<file path="config.mk">
export PLATFORM = sky130hd
export DESIGN_NAME = pixel_scanner_flat
export DESIGN_NICKNAME = d
export VERILOG_FILES = /design/src/rtl/pixel_scanner_if.sv /design/src/rtl/pixel_scanner.sv /design/src/flat_wrapper.sv
export SDC_FILE = /design/constraint.sdc
export NUM_CORES = 1
export LEC_CHECK = 0
export CAP_MARGIN = 20
export CORE_MARGIN = 5
export CORE_UTILIZATION = 54
export CTS_CLUSTER_DIAMETER = 60
export DETAILED_ROUTE_END_ITERATION = 6
export GPL_ROUTABILITY_DRIVEN = 0
export PLACE_DENSITY = 0.9
export SYNTH_ARGS = -nofsm -noshare
export SYNTH_HDL_FRONTEND = slang
export SYNTH_SLANG_ARGS = --single-unit
</file>
<file path="constraint.sdc">
create_clock -name clk -period 3.6 [get_ports clk]
set_clock_uncertainty 0.05 [all_clocks]
set_input_delay 0.9 -clock clk [delete_from_list [all_inputs] [get_ports clk]]
set_output_delay 0.9 -clock clk [all_outputs]
set_load 0.01 [all_outputs]
</file>
<file path="src/rtl/pixel_scanner_if.sv">
// pixel_scanner_if: scan control inputs and anode/select/frame outputs of the display scanner
interface pixel_scanner_if #(
  parameter int NUM_DIGITS = 8,
  parameter int BRIGHT_W   = 4
);
  localparam int SEL_W = NUM_DIGITS > 2 ? $clog2(NUM_DIGITS) : 1;
  logic                  enable;
  logic [NUM_DIGITS-1:0] digit_mask;
  logic [BRIGHT_W-1:0]   brightness;
  logic [NUM_DIGITS-1:0] anodes;
  logic [SEL_W-1:0]      sel;
  logic                  frame_start;
  modport master (output enable, digit_mask, brightness, input anodes, sel, frame_start);
  modport slave  (input enable, digit_mask, brightness, output anodes, sel, frame_start);
endinterface

</file>
<file path="src/rtl/pixel_scanner.sv">
// pixel_scanner: time-multiplexed 7-segment digit scan with blank guard, mask and PWM brightness
module pixel_scanner #(
  parameter int NUM_DIGITS       = 8,
  parameter int TICK_DIV         = 100000,
  parameter int BLANK_CYCLES     = 2,
  parameter int BRIGHT_W         = 4,
  parameter int ANODE_ACTIVE_LOW = 1
) (
  input logic             clk,
  input logic             reset,
  pixel_scanner_if.slave  bus
);
  localparam int SEL_W = NUM_DIGITS > 2 ? $clog2(NUM_DIGITS) : 1;
  localparam int CNT_W = TICK_DIV > 2 ? $clog2(TICK_DIV) : 1;
  localparam logic [NUM_DIGITS-1:0] OFF = ANODE_ACTIVE_LOW != 0 ? '1 : '0;

  typedef enum logic [1:0] {S_IDLE, S_BLANK, S_ON} state_t;

  state_t                state_q, state_d;
  logic [CNT_W-1:0]      cnt_q, cnt_d;
  logic [SEL_W-1:0]      sel_q, sel_d;
  logic [NUM_DIGITS-1:0] anodes_q, anodes_d, act;
  logic                  frame_start_q, frame_start_d;
  logic                  slot_end;

  // Next slot position, phase and registered outputs; outputs are computed for the next cycle so they leave flops
  always_comb begin
    state_d = S_IDLE;
    cnt_d = '0;
    sel_d = '0;
    act = '0;
    slot_end = cnt_q == CNT_W'(TICK_DIV - 1);
    if (bus.enable && state_q != S_IDLE) begin
      cnt_d = slot_end ? '0 : cnt_q + 1'b1;
      sel_d = !slot_end ? sel_q : sel_q == SEL_W'(NUM_DIGITS - 1) ? '0 : sel_q + 1'b1;
    end
    if (bus.enable) state_d = cnt_d < CNT_W'(BLANK_CYCLES) ? S_BLANK : S_ON;
    frame_start_d = bus.enable && cnt_d == '0 && sel_d == '0;
    for (int k = 0; k < NUM_DIGITS; k++)
      act[k] = state_d == S_ON && sel_d == SEL_W'(k) && bus.digit_mask[k] &&
               cnt_d[BRIGHT_W-1:0] <= bus.brightness;
    anodes_d = ANODE_ACTIVE_LOW != 0 ? ~act : act;
  end

  // State and output registers, cleared asynchronously to idle with all anodes dark
  always_ff @(posedge clk or negedge reset) begin
    if (!reset) begin
      state_q       <= S_IDLE;
      cnt_q         <= '0;
      sel_q         <= '0;
      anodes_q      <= OFF;
      frame_start_q <= 1'b0;
    end else begin
      state_q       <= state_d;
      cnt_q         <= cnt_d;
      sel_q         <= sel_d;
      anodes_q      <= anodes_d;
      frame_start_q <= frame_start_d;
    end
  end

  assign bus.anodes      = anodes_q;
  assign bus.sel         = sel_q;
  assign bus.frame_start = frame_start_q;
endmodule
</file>
<file path="src/flat_wrapper.sv">
// flat-port wrapper written by rule: the top's interface ports become plain ports
module pixel_scanner_flat 
#(
  parameter int NUM_DIGITS       = 8,
  parameter int TICK_DIV         = 100000,
  parameter int BLANK_CYCLES     = 2,
  parameter int BRIGHT_W         = 4,
  parameter int ANODE_ACTIVE_LOW = 1
)
  (clk, reset, bus_enable, bus_digit_mask, bus_brightness, bus_anodes, bus_sel, bus_frame_start);
  pixel_scanner_if #(.NUM_DIGITS(NUM_DIGITS), .BRIGHT_W(BRIGHT_W)) bus_i ();
  input logic clk;
  input logic reset;
  input wire logic [$bits(bus_i.enable)-1:0] bus_enable;
  input wire logic [$bits(bus_i.digit_mask)-1:0] bus_digit_mask;
  input wire logic [$bits(bus_i.brightness)-1:0] bus_brightness;
  output wire logic [$bits(bus_i.anodes)-1:0] bus_anodes;
  output wire logic [$bits(bus_i.sel)-1:0] bus_sel;
  output wire logic [$bits(bus_i.frame_start)-1:0] bus_frame_start;
  assign bus_i.enable = bus_enable;
  assign bus_i.digit_mask = bus_digit_mask;
  assign bus_i.brightness = bus_brightness;
  assign bus_anodes = bus_i.anodes;
  assign bus_sel = bus_i.sel;
  assign bus_frame_start = bus_i.frame_start;
  pixel_scanner #(.NUM_DIGITS(NUM_DIGITS), .TICK_DIV(TICK_DIV), .BLANK_CYCLES(BLANK_CYCLES), .BRIGHT_W(BRIGHT_W), .ANODE_ACTIVE_LOW(ANODE_ACTIVE_LOW)) u_core (.clk(clk), .reset(reset), .bus(bus_i));
endmodule
</file>
==> reports/metrics.cfg <==
[setup_path]
crit_arrival_ns = 3.42
path_max_fanout = 15
cp_data_required_time_ns = 3.82
regToRegStartpoint = u_core.cnt_q[0]$_DFF_PN0_
timing.critical_path.from_type = register
endpoint_kind = register
setup.worst_path.class = reg2reg
ff2ff_setup_slack_ns = 0.39
beginning_of_the_critical_path = u_core.cnt_q[0]$_DFF_PN0_

[timing]
setup_viol_count_final = 0
maxClockFrequency_mhz = 312
slew_headroom_pct = 59.1
tns_ns = 0
timing_max_transition_violations_final = 0
grt_setup_unrepaired = no
hold_violations = 0
final_min_period_over_clock_period_pct = 89.1
holdWs_ns = 0.571
period_needed_ns = 3.21
worst_slew_pin_slew_ns = 0.614

[detailed_routing]
drt-total-wl_mm = 3.99
avgViaCountPerCell = 5.62
vias = 1507
final_antenna_net_count = 0
drt_pre_antenna_iters = 4
number_of_drc_violations_after_detailed_routing_iteration_0 = 145
routedWlPerCell_um = 14.9
remaining_drc_errors = 0

[floorplan]
core_area_mm2 = 0.00336
start_util_pct = 56.0
die_x_um = 69.1
dieHeight_um = 69.1
number_of_top_level_pins = 27
floorplan_row_count = 21
die_area_mm2 = 0.00477

[clock_network]
cts_max_path_buffers = 2
cts_made_buffers = 5
cts_setup_buffers = 0
cts_repair_resize_count = 0
cts.sinks = 31
tritoncts_clock_tree = yes
worstSkewPairLatency_ns = 0.36
cts_htree_levels = 2
root_buffer = sky130_fd_sc_hd__clkbuf_4
hold_fix_buffers_at_cts = 0
worst_setup_hold_path_clk_slew_ns = 0.10

[finish]
n_antenna_cell = 0
area_growth_syn_to_layout_pct = 15.6
fin_nets = 243
n_fill_cell = 293
final_area_mm2 = 0.00218
final_core_utilization_pct = 64.7
final_layout_size_suffix_gt1_share_pct = 13.1

[global_route]
globalRouteTotalUtil_pct = 18.0
met2_usage_pct = 28.4
grt_antenna_before_repair = 0
groute.layer.met3.usage_pct = 4.36
wire_length_of_the_first_global_routing_pass_mm = 6.89
grt_util_met1_pct = 22.3
grt_overflow_total = 0
most_congested_layer_reported_by_global_routing = met2
grt_start_max_net_pins = 32
first_global_vias = 1466

[synth]
synthDominantAreaCellType = sky130_fd_sc_hd__dfrtp_1
count_of_different_cell_masters_after_synthesis = 47
post_synth.cell_area_avg_um2 = 9.76
mappedNetlistNets = 215
synthesis.yosys.warnings = 0
share_of_the_synthesized_area_in_the_top_cell_type_pct = 30.6
synth_async_sr_flop_share_pct = 100
synth-seq-area-share_pct = 41.7
postSynth.topFlopCell = sky130_fd_sc_hd__dfrtp_1
post_synth_instance_area_mm2 = 0.00188
ys_ff_latch = 31
synthTopCellsByArea = sky130_fd_sc_hd__dfrtp_1 (31%), sky130_fd_sc_hd__dfstp_2 (11%), sky130_fd_sc_hd__nor2_1 (5.8%), sky130_fd_sc_hd__xor2_1 (5.1%), sky130_fd_sc_hd__ha_1 (4.7%)
postSynthCellCount = 193
number_of_enable_type_register_cells_in_the_synthesized_netlist = 0

[place]
place.port_buffers = 26
place.detailed.hpwl_mm = 2.92
post_dp_area_mm2 = 0.00212

[hold_path]
hold_start = u_core.cnt_q[16]$_DFF_PN0_
classification_of_the_worst_slack_hold_path = reg2reg

[pwr]
leakage_nw = 0.940
power_density_mw_per_mm2 = 291
ir_drop_v = 0.000213

[run]
max-cap-violations = 0

[outcome]
run_status = complete, no violations

==> report_power, final <==
group          leakage, nW  switching, mW  internal [mW]
registers            0.400        0.00382          0.353
logic                0.511         0.0347         0.0311
clock network       0.0282          0.135         0.0751
total                0.940          0.173          0.459
==> cells in the mapped netlist (2+ instances only) <==
cell / instances
sky130_fd_sc_hd__a21oi_1: 4
sky130_fd_sc_hd__a22oi_1: 2
sky130_fd_sc_hd__and3_1: 4
sky130_fd_sc_hd__and4_1: 2
sky130_fd_sc_hd__buf_6: 2
sky130_fd_sc_hd__clkbuf_1: 3
sky130_fd_sc_hd__clkbuf_8: 3
sky130_fd_sc_hd__dfrtp_1: 23
sky130_fd_sc_hd__dfstp_2: 8
sky130_fd_sc_hd__ha_1: 7
sky130_fd_sc_hd__inv_1: 6
sky130_fd_sc_hd__mux2i_1: 4
sky130_fd_sc_hd__nand2_1: 10
sky130_fd_sc_hd__nand2b_1: 3
sky130_fd_sc_hd__nand3_1: 15
sky130_fd_sc_hd__nand4_1: 8
sky130_fd_sc_hd__nand4_2: 2
sky130_fd_sc_hd__nor2_1: 29
sky130_fd_sc_hd__nor2b_1: 3
sky130_fd_sc_hd__nor3_1: 5
sky130_fd_sc_hd__nor4_1: 2
sky130_fd_sc_hd__nor4bb_1: 2
sky130_fd_sc_hd__o21ai_0: 4
sky130_fd_sc_hd__o21ai_1: 2
sky130_fd_sc_hd__xnor2_1: 8
sky130_fd_sc_hd__xor2_1: 11
==> logic make-up after synthesis <==
logic type	share of synthesized area [%]
xor gates and xnor gates	8.84
AOI/OAI and AO/OA	6.11
DFF	41.7
adders and majority gates	4.65
buffers and inverters	6.91
and+or+nand+nor	29.6
muxes	2.13
==> cells in the final DEF (no fill, tap or decap), types with 2 or more instances in the layout <==
master	n
sky130_fd_sc_hd__clkbuf_4	5
sky130_fd_sc_hd__a21oi_1	4
sky130_fd_sc_hd__and3_1	4
sky130_fd_sc_hd__nor4_1	2
sky130_fd_sc_hd__ha_1	7
sky130_fd_sc_hd__o21ai_1	2
sky130_fd_sc_hd__buf_4	4
sky130_fd_sc_hd__nand3_1	15
sky130_fd_sc_hd__nor2b_1	3
sky130_fd_sc_hd__dfstp_2	8
sky130_fd_sc_hd__xnor2_1	8
sky130_fd_sc_hd__nor3_1	5
sky130_fd_sc_hd__nor2_1	29
sky130_fd_sc_hd__nor4bb_1	2
sky130_fd_sc_hd__and4_1	2
sky130_fd_sc_hd__nand4_1	8
sky130_fd_sc_hd__clkdlybuf4s50_1	26
sky130_fd_sc_hd__inv_1	6
sky130_fd_sc_hd__nand2b_1	3
sky130_fd_sc_hd__nand2_1	10
sky130_fd_sc_hd__nand4_2	2
sky130_fd_sc_hd__a22oi_1	2
sky130_fd_sc_hd__mux2i_1	4
sky130_fd_sc_hd__dfrtp_1	23
sky130_fd_sc_hd__o21ai_0	4
sky130_fd_sc_hd__xor2_1	11
==> final timing paths <==
| kind | end | depth (start not counted) |
|---|---|---|
| worst max register to register | u_core.bus.anodes[2]$_DFF_PN1_ | 13 |
| min in group asynchronous | u_core.cnt_q[12]$_DFF_PN0_ | 2 |
| worst min-delay path | u_core.cnt_q[16]$_DFF_PN0_ | 2 |
| worst min register to register | u_core.cnt_q[16]$_DFF_PN0_ | 2 |
| worst max-delay path | u_core.bus.anodes[2]$_DFF_PN1_ | 13 |
| max in group asynchronous | u_core.bus.anodes[6]$_DFF_PN1_ | 2 |
==> metal layers <==
| layer | part of all wire [%] | vias up |
|---|---|---|
| met3 | 5.3 | 13 |
| met4 | 2.8 | 0 |
| li1 | - | 746 |
| met5 | 0 | - |
| met2 | 49 | 38 |
| met1 | 43 | 710 |
==> state kept, by name, indices dropped and copies added, names as in the netlist <==
register	flops
u_core.bus.anodes	8
u_core.bus.frame_start	1
u_core.bus.sel	3
u_core.cnt_q	17
u_core.state_q	2
==> final cells by class <==
cell class	count	area, um^2	area share (%)
Clock buffer	6	41.3	1.90
Tap cell	46	57.6	2.64
Multi-Input combinational cell	147	967	44.4
Sequential cell	31	786	36.1
Clock inverter	2	12.5	0.575
Timing Repair Buffer	30	290	13.3
Inverter	6	22.5	1.03
==> stage by stage <==
step                      setup slack [ns]  std cells  total power [mW]
after floorplan                      0.453        193             0.395
after global placement               0.386        260             0.427
after detailed placement             0.193        260             0.430
after CTS                            0.389        268             0.636
after global routing                 0.119        268             0.662
final                                0.393        268             0.633
==> critical path: stages (launching register included) <==
cell and delay [ns]:
sky130_fd_sc_hd__dfrtp_1 0.49, sky130_fd_sc_hd__ha_1 0.30, sky130_fd_sc_hd__and4_1 0.30, sky130_fd_sc_hd__nand4_1 0.18, sky130_fd_sc_hd__buf_4 0.24, sky130_fd_sc_hd__nor2b_1 0.20, sky130_fd_sc_hd__nand2b_1 0.11, sky130_fd_sc_hd__ha_1 0.14
sky130_fd_sc_hd__nor2b_1 0.05, sky130_fd_sc_hd__o21a_1 0.16, sky130_fd_sc_hd__o21ai_0 0.15, sky130_fd_sc_hd__nand2b_1 0.08, sky130_fd_sc_hd__a21oi_1 0.49, sky130_fd_sc_hd__nand4_1 0.17
Power figures use the tool's default switching activity.
